[src/rtl/pong_pkg.sv]
// pong_pkg: shared types and constants for the pong ball renderer.
//   - ball_state_t : ball FSM encoding (SERVE, MOVE, MISS)
//   - COLOR_*      : RGB332 colour constants {R[2:0], G[2:0], B[1:0]}
//   - DEF_*        : default geometry / timing used as parameter defaults
package pong_pkg;

  typedef enum logic [1:0] {
    ST_SERVE = 2'd0,
    ST_MOVE  = 2'd1,
    ST_MISS  = 2'd2
  } ball_state_t;

  localparam logic [7:0] COLOR_WHITE  = 8'hFF;
  localparam logic [7:0] COLOR_PADDLE = 8'h1C;  // green = 7, red/blue = 0
  localparam logic [7:0] COLOR_SCORE  = 8'hE0;  // red = 7, green/blue = 0
  localparam logic [7:0] COLOR_BLACK  = 8'h00;

  localparam int DEF_RES_SIZE      = 10;
  localparam int DEF_BALL_SIZE     = 8;
  localparam int DEF_PADDLE_X      = 16;
  localparam int DEF_PADDLE_WIDTH  = 8;
  localparam int DEF_PADDLE_HEIGHT = 48;
  localparam int DEF_BALL_STEP     = 2;
  localparam int DEF_PADDLE_STEP   = 4;
  localparam int DEF_SERVE_FRAMES  = 60;

  // Score bar: rows 0..SCORE_ROWS-1, SCORE_UNIT pixels per miss.
  localparam int SCORE_ROWS       = 4;
  localparam int SCORE_UNIT_SHIFT = 3;

endpackage

[src/rtl/pong_rect_hit.sv]
// pong_rect_hit: combinational point-in-rectangle test.
//   px, py : point under test
//   rx, ry : rectangle top-left corner
//   rw, rh : rectangle width / height (zero width or height never hits)
//   hit    : 1 when rx <= px < rx+rw and ry <= py < ry+rh
// W must leave headroom so rx+rw and ry+rh do not wrap.
module pong_rect_hit #(
  parameter int W = 11
) (
  input  logic [W-1:0] px,
  input  logic [W-1:0] py,
  input  logic [W-1:0] rx,
  input  logic [W-1:0] ry,
  input  logic [W-1:0] rw,
  input  logic [W-1:0] rh,
  output logic         hit
);

  always_comb begin
    hit = (px >= rx) && (px < rx + rw) && (py >= ry) && (py < ry + rh);
  end

endmodule

[src/rtl/pong_ball_renderer.sv]
// pong_ball_renderer: single-player pong game logic plus pixel renderer that
// sits behind a CRT controller. Motion advances once per frame (falling edge
// of vsync); colour is produced one clock after the scan coordinate.
//
// Ports
//   Clock, Reset             : system clock, synchronous active-high reset
//   Xresolution, Yresolution : active video size
//   xpos, ypos               : current scan coordinate
//   hsync, vsync             : active-low syncs from the CRT controller
//   PaddleUp, PaddleDown     : debounced, level-sensitive buttons
//   Red, Green, Blue         : registered RGB332 pixel colour
//   hsyncOut, vsyncOut       : syncs delayed one clock to match the colour
//   Miss                     : one-cycle pulse when the ball passes the paddle
//   MissCount                : (PONG_SCORE_EN only) saturating miss counter
//   dbg_*                    : ball FSM state, positions and directions
//
// Build option: define PONG_SCORE_EN to add MissCount and the red score bar.
module pong_ball_renderer
  import pong_pkg::*;
#(
  parameter int ResolutionSize = DEF_RES_SIZE,
  parameter int BallSize       = DEF_BALL_SIZE,
  parameter int PaddleX        = DEF_PADDLE_X,
  parameter int PaddleWidth    = DEF_PADDLE_WIDTH,
  parameter int PaddleHeight   = DEF_PADDLE_HEIGHT,
  parameter int BallStep       = DEF_BALL_STEP,
  parameter int PaddleStep     = DEF_PADDLE_STEP,
  parameter int ServeFrames    = DEF_SERVE_FRAMES
) (
  input  logic                      Clock,
  input  logic                      Reset,
  input  logic [ResolutionSize-1:0] Xresolution,
  input  logic [ResolutionSize-1:0] Yresolution,
  input  logic [ResolutionSize-1:0] xpos,
  input  logic [ResolutionSize-1:0] ypos,
  input  logic                      hsync,
  input  logic                      vsync,
  input  logic                      PaddleUp,
  input  logic                      PaddleDown,
  output logic [2:0]                Red,
  output logic [2:0]                Green,
  output logic [1:0]                Blue,
  output logic                      hsyncOut,
  output logic                      vsyncOut,
  output logic                      Miss,
`ifdef PONG_SCORE_EN
  output logic [3:0]                MissCount,
`endif
  output ball_state_t               dbg_state,
  output logic [ResolutionSize-1:0] dbg_ball_x,
  output logic [ResolutionSize-1:0] dbg_ball_y,
  output logic [ResolutionSize-1:0] dbg_paddle_y,
  output logic                      dbg_dir_x,
  output logic                      dbg_dir_y
);

  localparam int W    = ResolutionSize;
  localparam int WE   = ResolutionSize + 1;  // one spare bit so no compare wraps
  localparam int CntW = $clog2(ServeFrames + 1);

  localparam logic [WE-1:0]   BALL_E     = WE'(BallSize);
  localparam logic [WE-1:0]   BSTEP_E    = WE'(BallStep);
  localparam logic [WE-1:0]   PSTEP_E    = WE'(PaddleStep);
  localparam logic [WE-1:0]   PX_E       = WE'(PaddleX);
  localparam logic [WE-1:0]   PW_E       = WE'(PaddleWidth);
  localparam logic [WE-1:0]   PH_E       = WE'(PaddleHeight);
  localparam logic [CntW-1:0] SERVE_LAST = CntW'(ServeFrames - 1);

  // ---------------- state ----------------
  ball_state_t   state_q, state_d;
  logic [CntW-1:0] serve_cnt_q, serve_cnt_d;
  logic [WE-1:0] ball_x_q, ball_x_d;
  logic [WE-1:0] ball_y_q, ball_y_d;
  logic [WE-1:0] paddle_y_q, paddle_y_d;
  logic          dir_x_q, dir_x_d;
  logic          dir_y_q, dir_y_d;
  logic [7:0]    colour_q, colour_d;
  logic          hsync_q;
  // vsync_q is both the aligned vsyncOut and the "previous vsync" used to
  // detect the frame edge; both reset to 1 and follow vsync by one clock.
  logic          vsync_q;

  // ---------------- derived geometry ----------------
  logic [WE-1:0] x_res_e, y_res_e;
  logic [WE-1:0] ball_x_max, ball_y_max, paddle_y_max;
  logic [WE-1:0] ball_x_ctr, ball_y_ctr, paddle_y_ctr;

  always_comb begin
    x_res_e      = {1'b0, Xresolution};
    y_res_e      = {1'b0, Yresolution};
    ball_x_max   = x_res_e - BALL_E;
    ball_y_max   = y_res_e - BALL_E;
    paddle_y_max = y_res_e - PH_E;
    ball_x_ctr   = ball_x_max >> 1;
    ball_y_ctr   = ball_y_max >> 1;
    paddle_y_ctr = paddle_y_max >> 1;
  end

  logic frame_tick;
  always_comb begin
    frame_tick = vsync_q & ~vsync;
  end

  // ---------------- collision evaluation (pre-move) ----------------
  logic wall_right, wall_top, wall_bottom, paddle_hit, ball_miss;
  logic new_dir_x, new_dir_y;
  logic [WE-1:0] moved_x, moved_y;

  always_comb begin
    wall_right  = (ball_x_q + BALL_E + BSTEP_E) >= x_res_e;
    wall_top    = !dir_y_q && (ball_y_q < BSTEP_E);
    wall_bottom = (ball_y_q + BALL_E + BSTEP_E) >= y_res_e;
    paddle_hit  = !dir_x_q
                  && (ball_x_q <= PX_E + PW_E)
                  && (ball_x_q + BALL_E > PX_E)
                  && (ball_y_q < paddle_y_q + PH_E)
                  && (ball_y_q + BALL_E > paddle_y_q);
    ball_miss   = !dir_x_q && (ball_x_q < BSTEP_E) && !paddle_hit;

    // Axes are resolved independently, so a corner flips both.
    new_dir_x = dir_x_q;
    if (wall_right) new_dir_x = 1'b0;
    if (paddle_hit) new_dir_x = 1'b1;
    new_dir_y = dir_y_q;
    if (wall_top)    new_dir_y = 1'b1;
    if (wall_bottom) new_dir_y = 1'b0;

    // Step in the new direction, clamped to the legal range.
    if (new_dir_x) begin
      moved_x = (ball_x_q + BSTEP_E > ball_x_max) ? ball_x_max : ball_x_q + BSTEP_E;
    end else begin
      moved_x = (ball_x_q < BSTEP_E) ? '0 : ball_x_q - BSTEP_E;
    end
    if (new_dir_y) begin
      moved_y = (ball_y_q + BSTEP_E > ball_y_max) ? ball_y_max : ball_y_q + BSTEP_E;
    end else begin
      moved_y = (ball_y_q < BSTEP_E) ? '0 : ball_y_q - BSTEP_E;
    end
  end

  // ---------------- ball FSM next state ----------------
  always_comb begin
    state_d     = state_q;
    serve_cnt_d = serve_cnt_q;
    ball_x_d    = ball_x_q;
    ball_y_d    = ball_y_q;
    dir_x_d     = dir_x_q;
    dir_y_d     = dir_y_q;
    unique case (state_q)
      ST_SERVE: begin
        if (frame_tick) begin
          if (serve_cnt_q == SERVE_LAST) begin
            state_d = ST_MOVE;
            dir_x_d = 1'b1;
            dir_y_d = 1'b1;
          end else begin
            serve_cnt_d = serve_cnt_q + 1'b1;
          end
        end
      end
      ST_MOVE: begin
        if (frame_tick) begin
          dir_x_d = new_dir_x;
          dir_y_d = new_dir_y;
          if (ball_miss) begin
            state_d = ST_MISS;
          end else begin
            ball_x_d = moved_x;
            ball_y_d = moved_y;
          end
        end
      end
      ST_MISS: begin
        state_d     = ST_SERVE;
        serve_cnt_d = '0;
        ball_x_d    = ball_x_ctr;
        ball_y_d    = ball_y_ctr;
      end
      default: begin
        state_d = ST_SERVE;
      end
    endcase
  end

  // ---------------- paddle next state ----------------
  always_comb begin
    paddle_y_d = paddle_y_q;
    if (frame_tick && PaddleUp && !PaddleDown) begin
      paddle_y_d = (paddle_y_q < PSTEP_E) ? '0 : paddle_y_q - PSTEP_E;
    end else if (frame_tick && PaddleDown && !PaddleUp) begin
      paddle_y_d = (paddle_y_q + PSTEP_E > paddle_y_max) ? paddle_y_max
                                                         : paddle_y_q + PSTEP_E;
    end
  end

  // ---------------- optional miss counter ----------------
  logic [WE-1:0] score_w;
`ifdef PONG_SCORE_EN
  logic [3:0] miss_cnt_q, miss_cnt_d;
  always_comb begin
    miss_cnt_d = miss_cnt_q;
    if (state_q == ST_MISS && miss_cnt_q != 4'd15) begin
      miss_cnt_d = miss_cnt_q + 4'd1;
    end
    score_w = WE'(miss_cnt_q) << SCORE_UNIT_SHIFT;
  end
  always_ff @(posedge Clock) begin
    if (Reset) miss_cnt_q <= '0;
    else       miss_cnt_q <= miss_cnt_d;
  end
  assign MissCount = miss_cnt_q;
`else
  always_comb begin
    score_w = '0;
  end
`endif

  // ---------------- draw ----------------
  logic [WE-1:0] x_pos_e, y_pos_e;
  logic active, ball_px, paddle_px, score_px;

  always_comb begin
    x_pos_e = {1'b0, xpos};
    y_pos_e = {1'b0, ypos};
    active  = (xpos < Xresolution) && (ypos < Yresolution);
  end

  pong_rect_hit #(.W(WE)) u_ball_hit (
    .px(x_pos_e), .py(y_pos_e), .rx(ball_x_q), .ry(ball_y_q),
    .rw(BALL_E), .rh(BALL_E), .hit(ball_px)
  );

  pong_rect_hit #(.W(WE)) u_paddle_hit (
    .px(x_pos_e), .py(y_pos_e), .rx(PX_E), .ry(paddle_y_q),
    .rw(PW_E), .rh(PH_E), .hit(paddle_px)
  );

  pong_rect_hit #(.W(WE)) u_score_hit (
    .px(x_pos_e), .py(y_pos_e), .rx('0), .ry('0),
    .rw(score_w), .rh(WE'(SCORE_ROWS)), .hit(score_px)
  );

  always_comb begin
    colour_d = COLOR_BLACK;
    if (active) begin
      if (ball_px)        colour_d = COLOR_WHITE;
      else if (score_px)  colour_d = COLOR_SCORE;
      else if (paddle_px) colour_d = COLOR_PADDLE;
    end
  end

  // ---------------- registers ----------------
  always_ff @(posedge Clock) begin
    if (Reset) begin
      state_q     <= ST_SERVE;
      serve_cnt_q <= '0;
      ball_x_q    <= ball_x_ctr;
      ball_y_q    <= ball_y_ctr;
      paddle_y_q  <= paddle_y_ctr;
      dir_x_q     <= 1'b1;
      dir_y_q     <= 1'b1;
      colour_q    <= COLOR_BLACK;
      hsync_q     <= 1'b1;
      vsync_q     <= 1'b1;
    end else begin
      state_q     <= state_d;
      serve_cnt_q <= serve_cnt_d;
      ball_x_q    <= ball_x_d;
      ball_y_q    <= ball_y_d;
      paddle_y_q  <= paddle_y_d;
      dir_x_q     <= dir_x_d;
      dir_y_q     <= dir_y_d;
      colour_q    <= colour_d;
      hsync_q     <= hsync;
      vsync_q     <= vsync;
    end
  end

  // ---------------- outputs ----------------
  // A reset raised during the MISS cycle suppresses the pulse immediately.
  assign Miss         = (state_q == ST_MISS) && !Reset;
  assign Red          = colour_q[7:5];
  assign Green        = colour_q[4:2];
  assign Blue         = colour_q[1:0];
  assign hsyncOut     = hsync_q;
  assign vsyncOut     = vsync_q;
  assign dbg_state    = state_q;
  assign dbg_ball_x   = ball_x_q[W-1:0];
  assign dbg_ball_y   = ball_y_q[W-1:0];
  assign dbg_paddle_y = paddle_y_q[W-1:0];
  assign dbg_dir_x    = dir_x_q;
  assign dbg_dir_y    = dir_y_q;

endmodule

[config.mk]
export PLATFORM = sky130hd
export DESIGN_NAME = pong_ball_renderer
export DESIGN_NICKNAME = d
export VERILOG_FILES = /design/src/rtl/pong_pkg.sv /design/src/rtl/pong_rect_hit.sv /design/src/rtl/pong_ball_renderer.sv
export SDC_FILE = /design/constraint.sdc
export NUM_CORES = 1
export LEC_CHECK = 0
export BUFFER_PORTS_ARGS = -buffer_cell sky130_fd_sc_hd__buf_4
export CAP_MARGIN = 20
export CORE_MARGIN = 5
export CORE_UTILIZATION = 45
export DETAILED_ROUTE_END_ITERATION = 8
export HOLD_SLACK_MARGIN = 0.02
export PLACE_DENSITY = 0.67
export SYNTH_ARGS = -nofsm -noshare
export SYNTH_HDL_FRONTEND = slang
export SYNTH_HIERARCHICAL = 1
export SYNTH_SLANG_ARGS = --single-unit
[constraint.sdc]
create_clock -name Clock -period 4.5 [get_ports Clock]
set_input_delay 0 -clock Clock [delete_from_list [all_inputs] [get_ports Clock]]
set_output_delay 0 -clock Clock [all_outputs]
set_load 0.02 [all_outputs]
==> metrics.txt, run 1 <==
Max Transition Viols Final 0; Least-Margin Pin Slew 1010 ps; FFs w/ async S/R, synth 0%; die area 0.0308 mm^2; Worst Clk Skew 7.50 ps; Crit path required time 4520 ps; First DRT Iteration DRCs 891; clk slew on worst S/H paths 80 ps; final antenna-violating net count 0; num rows 60; Syn Std Cell Area 0.0123 mm^2; layout cell share with drive strength beyond 1 9.39%; Clock Path Buffers 2; top_reg_cell synth edfxtp_1; #FFs+latches synth 48; Power Dens Cells 296 mW/mm^2; Register Area 0.00126 mm^2; post-DP HPWL 28.0 mm; Peak Freq 247 MHz; Antenna Cells 0; design area 0.0140 mm^2; hold crit path type in -> reg; post-route clock period utilization 89.9%; minimum clock period 4050 ps; CP Capture Type flop; initial core utilization 45.7%; area of the core 0.0270 mm^2; GRT Util Overall 21.7%; H-tree depth 2; syn avg cell area 7.91 um^2; GPL Wtd Cong 0.928; status complete, no violations; later-pin clock latency in the skew report 310 ps; grt ovf 0; Final Setup Violations 0; Worst slew margin 32.7%; antenna violations before repair 0; final hold vios 0; FILL cells 2609; I/O Pins 91; NumNets Final 2109; TritonRoute pass-1 iters 6; DRC viols 0; Avg Vias per Cell 5.63; die width 175 um; DP Area 0.0138 mm^2; commonest non-fill, non-tap cells in the layout 291 x ha_1, 153 x conb_1, 137 x inv_1, 130 x a21oi_1, 118 x buf_4; post-synthesis sequential area ratio 10.2%; Post-CTS Hold Buffers 4; height of the die 175 um; post-cts resize count 0; global-route wire length before repair 55.4 mm; CTS tree yes; unrepaired setup endpoints after global routing false; Post-synth EDFFs 30; Cells after Synth 1556; TritonCTS buffer count 5; critical path fanouts, max 9; largest net degree at the start of global routing 33; Final Power 0.00414 W; VDD IR max 0.147 mV; setup TNS 0 ps; Root Driver clkbuf_16; Setup CP Type reg -> reg; combined area of the multi-input logic cells 0.0107 mm^2; Inst Count DP 2096; Vias 11900; P&R area growth vs syn 13.8%; routed len/inst 16.4 um; Post-Route WL 34.6 mm; non-filler cells, final 2108; Pleak 6.62 nW; clock sink count 48; number of port buffers 90; Synth Warn # 6; max_cap viols 0; CP arrival 4060 ps; Netlist cell types 75; setup bufs post-CTS 0; leading cell type in the layout, fill and taps excluded ha_1; vias in the first global route 10900; crit path launch type flop
[per-stage QoR]
step | setup WS [ps] | util [%] | hold WS, ps
floorplan | 717 | - | 104
global placement | 614 | 51.2 | 186
detailed placement | 540 | 51.2 | 191
CTS | 498 | 52.0 | 76.6
global route | 168 | 52.0 | 80.0
finish | 455 | 52.0 | 81.6
[synthesized netlist by cell type (all sizes together), types with 33 or more instances]
cell	number	area share, %
nor3	60	2.4
xnor2	96	6.8
a21o	34	2.1
xor2	48	3.4
buf	45	2.5
nor2	108	3.4
a211oi	35	2.4
ha	291	30
nand3	33	1.3
o21ai	92	3.7
a21oi	136	5.7
nand2	73	2.2
inv	137	4.2
nand4	34	1.7
[power by group]
part / total [W] / internal, W / switching [W]
combinational: 0.00300 / 0.00129 / 0.00171
clock: 0.000473 / 0.000277 / 0.000196
sequential: 0.000667 / 0.000550 / 0.000117
[flip-flops by register name, summed over array words and instances (netlist names)]
signal	cells
ball_x_q	11
ball_y_q	11
colour_q	3
vsyncOut	1
serve_cnt_q	6
hsyncOut	1
dbg_dir_x	1
dbg_state	2
paddle_y_q	11
dbg_dir_y	1
[cell families after synthesis]
logic type      count (synthesis)  share of synthesized area (%)
buf+inv                       208                           7.51
mux                            27                           2.24
fa+ha+maj                     297                           30.6
flops                          48                           10.2
simple gates                  417                           17.2
xor+xnor                      144                           10.2
other cells                     2                         0.0610
compound gates                413                           22.0
[critical path: stages (launching register included)]
cell and delay [ps]:
edfxtp_1 520, buf_4 210, and2_1 220, nand2_1 120, xor2_1 270, inv_1 80
ha_1 290, nand2_1 60, or2_2 310, a211oi_1 230, nor3_1 120, nor4b_4 490
o21ai_0 250, nand2_1 320, buf_4 250
[layout make-up]
cell class | count | area share, %
Inverter | 138 | 3.70
Clock buffer | 7 | 1.25
Multi-Input combinational cell | 1451 | 76.3
Clock inverter | 1 | 0.0625
Tap cell | 341 | 3.04
Sequential cell | 48 | 9.00
Timing Repair Buffer | 122 | 6.61
[final timing paths]
path / start / endpoint / slack (ps) / cells past startpoint
min: Reset / dbg_state[0]$_SDFFE_PP0P_ / 80 / 2
min reg2reg: serve_cnt_q[5]$_SDFFE_PP0P_ / serve_cnt_q[5]$_SDFFE_PP0P_ / 490 / 2
max reg2reg: ball_y_q[4]$_DFFE_PP_ / ball_y_q[7]$_DFFE_PP_ / 450 / 14
max: ball_y_q[4]$_DFFE_PP_ / ball_y_q[7]$_DFFE_PP_ / 450 / 14
[metal layers]
layer | global-route usage (%) | share of wire [%] | vias up
li1 | - | - | 5931
met1 | 28.2 | 45 | 5539
met2 | 39.1 | 48 | 348
met3 | 1.64 | 4.8 | 49
met4 | 5.50 | 2.2 | 0
met5 | 0 | 0 | -
Power figures use the tool's default switching activity.
==> inputs of run 2 (changes only) <==
--- a/config.mk
+++ b/config.mk
@@ -12,4 +12,5 @@
 export DETAILED_ROUTE_END_ITERATION = 8
+export GPL_TIMING_DRIVEN = 0
 export HOLD_SLACK_MARGIN = 0.02
-export PLACE_DENSITY = 0.67
+export PLACE_DENSITY = 0.7
 export SYNTH_ARGS = -nofsm -noshare
==> constraint.sdc (replaced) <==
create_clock -name Clock -period 3.3 [get_ports Clock]
set_input_delay 0 -clock Clock [delete_from_list [all_inputs] [get_ports Clock]]
set_output_delay 0 -clock Clock [all_outputs]
set_load 0.05 [all_outputs]
==> run 2 against run 1 <==
The run now ends with setup timing left. First-iteration DRC count is 2.0% higher. Cell count is 6.8% higher. Sequential cell count stayed put. Register-to-register slack worse by 660 ps. Die area stayed put. Hold slack worse by 18 ps. Core utilization is 7.4 points higher. Sequential share of layout area is 1.1 points lower. Total power is 71% higher. Clock power is 40% higher. Fmax is 15% higher. Sequential power is 31% higher. Largest cell class unchanged.
==> metrics.txt, run 2 (synthesis results as in run 1) <==
setup TNS -5080 ps; global-route wire length before repair 59.9 mm; Root Driver clkbuf_16; Reg2Reg Depth 16; NumNets Final 2252; antenna violations before repair 0; RR Endpoint ball_y_q[1]$_DFFE_PP_; P&R area growth vs syn 30.0%; Max Transition Viols Final 0; top flop regs ball_x_q: 11 flops, ball_y_q: 11 flops, paddle_y_q: 11 flops; DRC viols 0; minimum clock period 3500 ps; routed len/inst 17.4 um; Worst Clk Skew 9.13 ps; initial core utilization 45.7%; max_cap viols 0; clock sink count 48; Peak Freq 286 MHz; Pleak 7.46 nW; GRT Util Overall 23.6%; final antenna-violating net count 0; met3 Use GR 2.71%; Clock Path Buffers 2; Final Util 59.4%; post-DP HPWL 28.3 mm; Worst slew margin 50.2%; grt ovf 0; height of the die 175 um; clk slew on worst S/H paths 80 ps; Power Dens Cells 443 mW/mm^2; design area 0.0160 mm^2; Least-Margin Pin Slew 746 ps; I/O Pins 91; final hold vios 0; violated checks setup timing; die area 0.0308 mm^2; status complete, but fails checks; CP arrival 3660 ps; critical path fanouts, max 5; Post-Route WL 39.3 mm; leading cell type in the layout, fill and taps excluded ha_1; r2r startpoint ball_y_q[4]$_DFFE_PP_; TritonRoute pass-1 iters 7; busiest grt layer met2; PnR worst setup slack -203 ps; Final Setup Violations 43; Antenna Cells 0; GPL Wtd Cong 0.947; VDD IR max 0.271 mV; later-pin clock latency in the skew report 310 ps; number of port buffers 89; Setup CP Type reg -> reg; CTS tree yes; Critical Path Sink ball_y_q[1]$_DFFE_PP_; TritonCTS buffer count 5; Vias 12900; crit path launch type flop; non-filler cells, final 2251; unrepaired setup endpoints after global routing true; hold crit path type in -> reg; commonest non-fill, non-tap cells in the layout 280 x ha_1, 212 x buf_4, 153 x conb_1, 131 x inv_1, 117 x a21oi_1; DP Area 0.0141 mm^2; num rows 60; Avg Vias per Cell 5.74; H-tree depth 2; Hold Worst Slack 64.0 ps; First DRT Iteration DRCs 909; layout cell share with drive strength beyond 1 21.5%; vias in the first global route 12000; worst reg2reg setup slack -200 ps; area of the core 0.0270 mm^2; Crit. Startpoint ball_y_q[4]$_DFFE_PP_; Crit path required time 3460 ps; largest net degree at the start of global routing 17; die width 175 um; CP Capture Type flop; met1 usage 29.9%; post-route clock period utilization 106%; Inst Count DP 2137; met2 Use GR 41.7%
## run 2: what timing repair did
item / 4_1_cts / 5_1_grt
setup buffers: 56 / 47
setup endpoints to repair: 61 / 54
cloned: 5 / 0
pin swaps: 34 / 52
hold buffers: 4 / 0
gates resized for setup: 94 / 110
endpoints found under the hold margin: 4 / 0
## run 2: where the power goes
group,total [W],switching (W),internal [W]
Combinational,0.00556,0.00308,0.00248
Sequential,0.000873,0.000123,0.000750
Clock,0.000660,0.000282,0.000378
## run 2: cell type report
class                   instances  area (um^2)
plain buffers                  67          497
fillers                      2316        10900
well taps                     341          427
flip-flops and latches         48         1260
multi-input cells            1453        11600
clock inverters                 1         8.76
repair buffers                196         1550
clock buffers                   7          175
inverters                     138          520
## run 2: worst max-delay path, cell delays in order, from the launching register on
cell,delay [ps]
edfxtp_1,430
clkbuf_8,180
inv_4,40
ha_4,250
nand4b_1,210
a2111oi_4,290
or2_4,190
xnor2_2,110
ha_1,270
a21o_1,180
a21oi_2,160
o221ai_2,120
nor3_4,210
buf_6,170
mux2i_2,230
nand2_1,100
o221ai_2,220
## run 2: how the worst min path moves through the flow
stage | startpoint | end | cells past startpoint
global placement | hsync | hsyncOut$_SDFF_PP1_ | 2
floorplan | hsync | hsyncOut$_SDFF_PP1_ | 1
CTS | Yresolution[2] | paddle_y_q[1]$_DFFE_PP_ | 2
global route | Yresolution[2] | paddle_y_q[1]$_DFFE_PP_ | 2
finish | Yresolution[2] | paddle_y_q[1]$_DFFE_PP_ | 2
detailed placement | hsync | hsyncOut$_SDFF_PP1_ | 2
## run 2: per-layer routing
layer | vias to the layer above | routed length (um) | part of all wire [%]
li1 | 6236 | - | -
met1 | 6028 | 16400 | 42
met2 | 520 | 19000 | 48
met3 | 130 | 2420 | 6.2
met4 | 0 | 1460 | 3.7
met5 | - | 0 | 0
## run 2: stage by stage
stage          power, W  setup slack, ps
6_report        0.00710             -203
5_1_grt         0.00762             -328
2_1_floorplan   0.00420            -15.8
3_5_place_dp    0.00518             -734
4_1_cts         0.00639             -162
3_3_place_gp    0.00508             -696
